`src/rtl/pwm_bank_pkg.sv`:
```
// Shared elaboration helpers and types for the PWM bank.
// Latency: none (types and constant functions only).
// Backpressure: not applicable.
package pwm_bank_pkg;

   localparam int DUTY_W_DEFAULT = 11;

   typedef logic [DUTY_W_DEFAULT-1:0] duty_t;

   typedef enum logic {
      ST_IDLE    = 1'b0,
      ST_PENDING = 1'b1
   } pend_state_t;

   // Smallest r with 2**r >= v.
   function automatic int clog2(input int v);
      int r;
      r = 0;
      for (int i = 0; (1 << i) < v; i++) begin
         r = i + 1;
      end
      return r;
   endfunction

   // PWM period in ticks for a given duty width: all-ones duty means always high.
   function automatic int period(input int dw);
      return (1 << dw) - 1;
   endfunction

endpackage

```
`src/rtl/pwm_cmp_cell.sv`:
```
// One PWM channel: phase-shifted counter position compared against the live duty.
// Latency: output registered on the tick edge where the counter takes the compared value.
// Backpressure: none; free-running on tick.
module pwm_cmp_cell
   import pwm_bank_pkg::*;
#(
   parameter int OFFSET = 0,
   parameter int DUTY_W = 11
) (
   input  logic              clk,
   input  logic              rst,
   input  logic              tick,
   input  logic [DUTY_W-1:0] cnt_nxt,
   input  logic              stag_nxt,
   input  logic [DUTY_W-1:0] duty_nxt,
   output logic              pwm
);
   localparam int PERIOD = period(DUTY_W);

   logic [DUTY_W:0]   sum;
   logic [DUTY_W-1:0] pos;

   // Phase-shifted position; OFFSET < PERIOD so a single conditional subtract wraps it.
   always_comb begin
      sum = {1'b0, cnt_nxt} + (DUTY_W+1)'(OFFSET);
      if (sum >= (DUTY_W+1)'(PERIOD)) begin
         sum = sum - (DUTY_W+1)'(PERIOD);
      end
      pos = stag_nxt ? sum[DUTY_W-1:0] : cnt_nxt;
   end

   // Compare against the value the counter, duty and mode take on this edge, so pwm stays aligned with cnt.
   always_ff @(posedge clk or posedge rst) begin
      if (rst) begin
         pwm <= 1'b0;
      end else if (tick) begin
         pwm <= (pos < duty_nxt);
      end
   end

endmodule

```
`src/rtl/pwm_bank_ctrl.sv`:
```
// Multi-channel PWM engine with shadow duty bank committed atomically at the period wrap.
// Latency: write lands in shadow next clk; commit goes live at the next period wrap.
// Backpressure: wr_ready low while a commit is pending, so a committed frame cannot be altered.
module pwm_bank_ctrl
   import pwm_bank_pkg::*;
#(
   parameter  int CH_COUNT     = 64,
   parameter  int DUTY_W       = 11,
   parameter  int PRESCALE     = 1,
   parameter  int STAGGER_STEP = 32,
   localparam int ADDR_W       = clog2(CH_COUNT)
) (
   input  logic                clk,
   input  logic                rst,
   input  logic                wr_valid,
   output logic                wr_ready,
   input  logic [ADDR_W-1:0]   wr_addr,
   input  logic [DUTY_W-1:0]   wr_data,
   output logic                wr_err,
   input  logic                commit,
   input  logic                stagger_en,
   output logic                pending,
   output logic                period_start,
   output logic [CH_COUNT-1:0] pwm_out
);
   localparam int PERIOD = period(DUTY_W);
   localparam int PS_W   = clog2(PRESCALE + 1);

   typedef logic [DUTY_W-1:0] cell_duty_t;

   logic [PS_W-1:0]   ps_q;
   logic [DUTY_W-1:0] cnt_q;
   logic [DUTY_W-1:0] cnt_nxt;
   logic              tick;
   logic              wrap;
   logic              load;
   logic              rdy_q;
   logic              stag_q;
   logic              stag_nxt;
   logic              wr_fire;
   logic              addr_ok;
   cell_duty_t        shadow_q [CH_COUNT];
   cell_duty_t        active_q [CH_COUNT];
   pend_state_t       state_q;
   pend_state_t       state_d;

   assign tick     = (ps_q == PS_W'(PRESCALE - 1));
   assign wrap     = tick && (cnt_q == DUTY_W'(PERIOD - 1));
   assign cnt_nxt  = wrap ? '0 : cnt_q + DUTY_W'(1);
   assign pending  = (state_q == ST_PENDING);
   assign load     = wrap && pending;
   assign stag_nxt = wrap ? stagger_en : stag_q;
   assign wr_ready = rdy_q && !pending;
   assign wr_fire  = wr_valid && wr_ready;
   assign addr_ok  = (int'(wr_addr) < CH_COUNT);

   // Prescaler and period counter; cnt only moves on a tick.
   always_ff @(posedge clk or posedge rst) begin
      if (rst) begin
         ps_q  <= '0;
         cnt_q <= '0;
      end else begin
         ps_q <= tick ? '0 : ps_q + PS_W'(1);
         if (tick) begin
            cnt_q <= cnt_nxt;
         end
      end
   end

   // Registered status pulses, ready enable and the stagger mode latched only at the wrap.
   always_ff @(posedge clk or posedge rst) begin
      if (rst) begin
         rdy_q        <= 1'b0;
         period_start <= 1'b0;
         wr_err       <= 1'b0;
         stag_q       <= 1'b0;
      end else begin
         rdy_q        <= 1'b1;
         period_start <= wrap;
         wr_err       <= wr_fire && !addr_ok;
         stag_q       <= stag_nxt;
      end
   end

   // Pending state register.
   always_ff @(posedge clk or posedge rst) begin
      if (rst) begin
         state_q <= ST_IDLE;
      end else begin
         state_q <= state_d;
      end
   end

   // Commit arms the pending state; the wrap applies it. A commit while pending is ignored.
   always_comb begin
      state_d = state_q;
      case (state_q)
         ST_IDLE:    if (commit) state_d = ST_PENDING;
         ST_PENDING: if (wrap)   state_d = ST_IDLE;
         default:    state_d = ST_IDLE;
      endcase
   end

   // Shadow bank; out-of-range addresses are dropped and flagged on wr_err.
   always_ff @(posedge clk or posedge rst) begin
      if (rst) begin
         for (int k = 0; k < CH_COUNT; k++) begin
            shadow_q[k] <= '0;
         end
      end else if (wr_fire && addr_ok) begin
         shadow_q[wr_addr] <= wr_data;
      end
   end

   // Active bank copied whole from shadow at the wrap that ends a pending commit.
   always_ff @(posedge clk or posedge rst) begin
      if (rst) begin
         for (int k = 0; k < CH_COUNT; k++) begin
            active_q[k] <= '0;
         end
      end else if (load) begin
         for (int k = 0; k < CH_COUNT; k++) begin
            active_q[k] <= shadow_q[k];
         end
      end
   end

   for (genvar k = 0; k < CH_COUNT; k++) begin : g_ch
      pwm_cmp_cell #(
         .OFFSET ((k * STAGGER_STEP) % PERIOD),
         .DUTY_W (DUTY_W)
      ) u_cell (
         .clk      (clk),
         .rst      (rst),
         .tick     (tick),
         .cnt_nxt  (cnt_nxt),
         .stag_nxt (stag_nxt),
         .duty_nxt (load ? shadow_q[k] : active_q[k]),
         .pwm      (pwm_out[k])
      );
   end

endmodule

```
`config.mk`:
```
export PLATFORM = sky130hd
export DESIGN_NAME = pwm_bank_ctrl
export DESIGN_NICKNAME = d
export VERILOG_FILES = /design/src/rtl/pwm_bank_pkg.sv /design/src/rtl/pwm_cmp_cell.sv /design/src/rtl/pwm_bank_ctrl.sv
export SDC_FILE = /design/constraint.sdc
export NUM_CORES = 2
export LEC_CHECK = 0
export CAP_MARGIN = 15
export CORE_UTILIZATION = 45
export CTS_BUF_LIST = sky130_fd_sc_hd__clkbuf_8 sky130_fd_sc_hd__clkbuf_16
export DETAILED_ROUTE_END_ITERATION = 8
export GPL_TIMING_DRIVEN = 0
export PLACE_DENSITY = 0.68
export SLEW_MARGIN = 10
export SYNTH_ARGS = -nofsm -noshare
export SYNTH_HDL_FRONTEND = slang
export SYNTH_SLANG_ARGS = --single-unit
```
`constraint.sdc`:
```
create_clock -name clk -period 119.1 [get_ports clk]
set_input_delay 11.91 -clock clk [delete_from_list [all_inputs] [get_ports clk]]
set_output_delay 11.91 -clock clk [all_outputs]
set_load 0.01 [all_outputs]
```
=== Yosys cells after proc, flatten, opt, wreduce, memory -nomap -nowiden ===
Index checks and enable logic that the tools add are counted.

* Input port bits: 22
* Logic and storage cells: 668
* RAM bits: 0
* Memories kept: 0
* ROM bits: 0
* Register bits: 1488
* Bits in latches: 0

* $add $sub $neg: 129
* Shift operators: 0
* Muxes and demuxes: 201
* Order comparisons: 130
* Div/mod/pow operators: 0
* Bitwise operators: 3
* Multiply operators: 0
* Reductions and logical operators: 6
* Eq/ne operators: 1

{| class="wikitable"
|+ Operators by type and width
! operator !! count
|-
| 11-bit two-way mux || 194
|-
| 12-bit by 11-bit >= comparator with 1-bit output, second input constant || 63
|-
| 704-bit bitwise mux || 1
|-
| 11-bit < comparator || 64
|-
| 11-bit subtractor, second input constant || 64
|-
| 11-bit by 11-bit adder with 12-bit output, second input constant || 32
|-
| 11-bit by 10-bit adder with 12-bit output, second input constant || 16
|-
| 11-bit by 9-bit adder with 12-bit output, second input constant || 8
|-
| 11-bit demux with 6-bit select || 1
|-
| 11-bit by 8-bit adder with 12-bit output, second input constant || 4
|-
| 11-bit by 7-bit adder with 12-bit output, second input constant || 2
|-
| 11-bit by 6-bit adder with 12-bit output, second input constant || 1
|-
| 11-bit by 1-bit adder with 11-bit output, second input constant || 1
|-
| 11-bit == test, second input constant || 1
|-
| 11-bit >= comparator, second input constant || 1
|-
| 7-bit >= comparator, second input constant || 1
|-
| 7-bit by 1-bit < comparator with 1-bit output, second input constant || 1
|-
| 6-bit NOT with 7-bit output || 1
|-
| 1-bit logical AND || 5
|-
| 1-bit two-way mux || 4
|-
| 1-bit NOT || 2
|-
| 1-bit one-hot mux with 2 select lines || 1
|-
| 1-bit adder, second input constant || 1
|-
| 1-bit zero test || 1
|}

=== Logic depth before layout (Yosys ltp) ===
* Word-level depth: 8
* Depth in mapped cells: 32
* Gate-level depth less buffers: 26

=== Worst setup path before layout ===
Ideal clock, no wire load.

* Path type: input to register
* Start point: input stagger_en
* End point: register g_ch[49].u_cell.pwm
* Path slack: 104051 ps
* Buffers on the path: 5
* Arrival time: 14960 ps
* Setup time: 88 ps
* Stages on the path: 17
* Data required time: 119012 ps
* Cells stage by stage: mux2i_1 > buf_2 > buf_2 > clkbuf_1 > clkbuf_1 > clkbuf_1 > a21oi_1 > xnor2_1 > ha_1 > a21o_1 > a21o_1 > a21oi_1 > nor2b_1 > o21ai_0 > nand2b_1 > a221o_1 > a41oi_1

* Word-level cells in the longest chain between the ends: 3

{| class="wikitable"
|+ Ends and longest elaborated chain
! element !! line !! RTL
|-
| start: declaration || pwm_bank_ctrl.sv:21 || <nowiki>input logic stagger_en,</nowiki>
|-
| 1-bit two-way mux || pwm_bank_ctrl.sv:52 || <nowiki>assign stag_nxt = wrap ? stagger_en : stag_q;</nowiki>
|-
| 11-bit two-way mux || pwm_cmp_cell.sv:29 || <nowiki>pos = stag_nxt ? sum[DUTY_W-1:0] : cnt_nxt;</nowiki>
|-
| 11-bit < comparator || pwm_cmp_cell.sv:37 || <nowiki>pwm <= (pos < duty_nxt);</nowiki>
|-
| end signal: assignment || pwm_cmp_cell.sv:37 ||
|-
| end: declaration || pwm_cmp_cell.sv:16 || <nowiki>output logic pwm</nowiki>
|}

No other way between the ends.
A chain may end at the register's enable or synchronous reset.

=== Worst setup path in the final report ===
* Start point: input stagger_en
* End point: register g_ch[53].u_cell.pwm

* Word-level cells in the longest chain between the ends: 3

{| class="wikitable"
|+ Ends and longest elaborated chain
! element !! line
|-
| 1-bit two-way mux || pwm_bank_ctrl.sv:52
|-
| 11-bit two-way mux || pwm_cmp_cell.sv:29
|-
| 11-bit < comparator || pwm_cmp_cell.sv:37
|-
| end signal: assignment || pwm_cmp_cell.sv:37
|-
| end: declaration || pwm_cmp_cell.sv:16
|}

No other way between the ends.

==> results.json <==
{
  "cellPowerDensity_nw_per_um2": 10.6,
  "min_from": "shadow_q[396]$_DFFE_PP0P_",
  "fmax_mhz": 54.0,
  "hold_viol": 0,
  "crit_path_start_kind": "primary input",
  "regToRegSetupSlack_ns": 106.53,
  "remaining_drc_errors": 0,
  "track_usage_pct": 51.1,
  "initialDrtViolationCount": 11100,
  "drt-pass1-iter-count": 7,
  "rows": 161,
  "synth_async_sr_flop_share_pct": 100,
  "arrival_ns": 19.29,
  "ir_drop_v": 0.0000130,
  "synth_area_leaders": "dfrtp_1 43%, ha_1 9.6%, mux2_2 9.4%",
  "path_buf_inv": 6,
  "synth_flop_cell": "dfrtp_1",
  "p_leak_uw": 0.0539,
  "syn-num-nets": 9191,
  "cts_buffers": 159,
  "yosysSeqAreaShare_pct": 42.7,
  "syn_avg_cell_area_um2": 10.3,
  "ys_ff_latch": 1487,
  "root_buffer": "clkbuf_16",
  "dieArea_um2": 196000,
  "finalSetupTns_ns": 0,
  "postCtsHoldBufs": 0,
  "report.final.slew_viol_count": 0,
  "p_sw_uw": 254,
  "antenna_found_initial": 98,
  "grt_max_degree": 130,
  "synth_edf_count": 0,
  "crit_start": "stagger_en",
  "post-cts-setup-buffers": 0,
  "pwr-share-clk_pct": 49.9,
  "first_global_vias": 72200,
  "path_delay_family": "buffers and inverters",
  "io_buffer_count": 75,
  "fin_skew_ns": 0.111,
  "worst_slew_pin_slew_ns": 1.48,
  "status": "finished with violations",
  "path_cells": "clkdlybuf4s50_1 -> mux2i_1 -> inv_1 -> clkbuf_1 -> buf_2 -> clkbuf_2 -> nor2_2 -> clkbuf_2 -> a31oi_1 -> ha_1 -> nor2b_1 -> o21ai_0 -> nand2b_1 -> a21oi_1 -> o21ai_0 -> or4_1 -> o211ai_1",
  "cts.path.max_buffers": 3,
  "synth_top_cell_area_share_pct": 42.7,
  "path_class": "in -> reg",
  "wl_per_cell_um": 43.7,
  "netlist_area_um2": 87200,
  "worst_slack_ns": 100.60,
  "dieWidth_um": 442,
  "comb_power_share_pct": 2.5,
  "die_h_um": 442,
  "routed_wl_um": 509000,
  "core_um2": 193000,
  "reg2reg_depth": 28,
  "cap_viol_max_count": 1,
  "rsz0062_at_grt": "false",
  "required_ns": 119.88,
  "grt_overflow": 0,
  "netlist_instances": 8500,
  "slew_headroom_pct": 0.818,
  "r2r-end": "g_ch[1].u_cell.pwm$_DFF_PP0_",
  "drive_gt1_share_pct": 18.3,
  "n_fill_cell": 16900,
  "utilization_pct": 52.2,
  "hp-class": "reg -> reg",
  "slowest_stage": "a31oi_1",
  "io_pins": 90,
  "violations": "capacitance limit",
  "hold_depth": 2,
  "synth_warnings": 0,
  "yosys.area.top_type": "dfrtp_1",
  "vias": 75900,
  "grt_pass1_wl_um": 662000,
  "start_util_pct": 45.3,
  "pwr-share-seq_pct": 47.6,
  "critPathMaxFanout": 10,
  "crit_path_end_kind": "flop",
  "ant_nets": 0,
  "htreeDepth": 4,
  "clock_latency_ns": 0.92,
  "dpl.hpwl_um": 388000,
  "finalCritPeriodShare_pct": 15.5,
  "yosysUniqueCellTypes": 106,
  "viasPerCell": 6.52,
  "syn_to_final_growth_pct": 15.2,
  "whs_endpoint": "active_q[396]$_DFFE_PP0P_",
  "critPathMaxStageDelay_ns": 1.09,
  "cts.reportedPaths.clkPinSlew_ns": 0.07,
  "netSwitchingFraction_pct": 23.9,
  "setup_violations": 0,
  "r2r-start": "cnt_q[0]$_DFF_PP0_",
  "cts_tree": "yes",
  "place_ws_ns": 100.29,
  "place.gp.congestion": 1.11,
  "final_nets": 9597,
  "cts.repair.resized": 0,
  "cts_sinks": 1487,
  "p_int_uw": 809,
  "timing.final.crit_period_ns": 18.50
}
[layer usage]
metal	global-route usage, %	up-vias	wire [um]
met1	63.8	38600	194000
met3	21.2	1523	65300
li1	-	30100	-
met5	0	-	934
met4	37.6	44	43700
met2	70.5	5587	204000
[registers in the layout, indices dropped and copies added (netlist names)]
name             count
active_q           704
shadow_q           704
g_ch.u_cell.pwm     64
cnt_q               11
pending              1
period_start         1
rdy_q                1
stag_q               1
[worst max path at each step]
stage,end,slack [ns],cells past startpoint
after global routing,g_ch[53].u_cell.pwm$_DFF_PP0_,101.13,17
after global placement,active_q[674]$_DFFE_PP0P_,51.21,2
after floorplan,active_q[0]$_DFFE_PP0P_,65.25,1
after detailed placement,g_ch[53].u_cell.pwm$_DFF_PP0_,100.29,17
final,g_ch[53].u_cell.pwm$_DFF_PP0_,100.60,17
after CTS,g_ch[53].u_cell.pwm$_DFF_PP0_,101.18,17
[tightest hold or removal path: cells and delay by family, from the launching register on]
family | cells | cell delay [ns]
flops | 1 | 0.35
simple gates | 2 | 0.13
[layout by cell type (no fill, tap or decap), types with 34 or more instances in the layout]
cell / count
or3_1: 35
xnor2_1: 499
nor3_1: 69
a221oi_1: 36
buf_16: 49
nand2b_1: 75
inv_1: 702
a21o_1: 138
dfrtp_1: 1487
xor2_1: 90
a31oi_1: 60
o21ai_0: 369
clkbuf_2: 128
a21oi_1: 410
nor2_1: 428
and3_1: 35
nand2_1: 658
clkbuf_16: 160
buf_12: 54
clkbuf_1: 196
clkbuf_8: 34
diode_2: 79
mux2_2: 725
clkdlybuf4s50_1: 75
nor2b_1: 84
mux2i_1: 655
nand4_1: 127
nand3_1: 119
buf_4: 92
buf_1: 43
ha_1: 669
buf_2: 162
a41oi_1: 39
[cells in the mapped netlist, drive strengths merged (19+ instances only)]
cell / count
a211oi: 29
a21o: 138
a21oi: 418
a221oi: 37
a31o: 19
a31oi: 64
a41oi: 42
and2: 24
and3: 35
buf: 273
clkbuf: 324
dfrtp: 1487
ha: 669
inv: 680
mux2: 725
mux2i: 655
nand2: 660
nand2b: 75
nand3: 121
nand4: 130
nor2: 445
nor2b: 84
nor3: 82
o211ai: 21
o21ai: 391
o22ai: 23
or3: 35
xnor2: 501
xor2: 90
[power groups by stage]
stage	clock network (uW)	registers, uW	logic [uW]
finish	531	506	26.5
global route	548	506	27.6
CTS	529	506	26.0
detailed placement	0	515	26.0
global placement	0	517	23.0
floorplan	0	517	11.0
[metrics by stage]
| step | hold slack (ns) | total power, uW | area (um^2) | instances |
|---|---|---|---|---|
| floorplan | 0.435 | 528 | 87200 | 8500 |
| global placement | 0.449 | 540 | 91100 | 11100 |
| detailed placement | 0.456 | 541 | 94700 | 11300 |
| CTS | 0.402 | 1060 | 100000 | 11600 |
| global route | 0.463 | 1080 | 100000 | 11600 |
| finish | 0.407 | 1060 | 100000 | 11600 |
[layout make-up]
cell class	instances	area (um^2)	share of cell area, %
Antenna cell	79	198	0.197
Tap cell	2526	3160	3.15
Clock inverter	96	1080	1.08
Timing Repair Buffer	245	3890	3.87
Inverter	686	2580	2.57
Multi-Input combinational cell	5730	45000	44.8
Sequential cell	1487	37200	37.0
Clock buffer	194	4470	4.45
Buffer	597	2880	2.87
[logic make-up (layout without fill, tap and decap cells)]
logic type | count (synthesis) | after routing | share of synthesized area, %
fa+ha+maj | 669 | 669 | 9.60
mux | 1380 | 1380 | 16.9
simple gates | 1768 | 1768 | 9.55
other cells | 2 | 81 | 0.00861
compound gates | 1320 | 1320 | 9.38
buf+inv | 1283 | 1818 | 5.98
flops | 1487 | 1487 | 42.7
xor+xnor | 591 | 591 | 5.94
No activity file was read; power rests on OpenSTA's default activity.
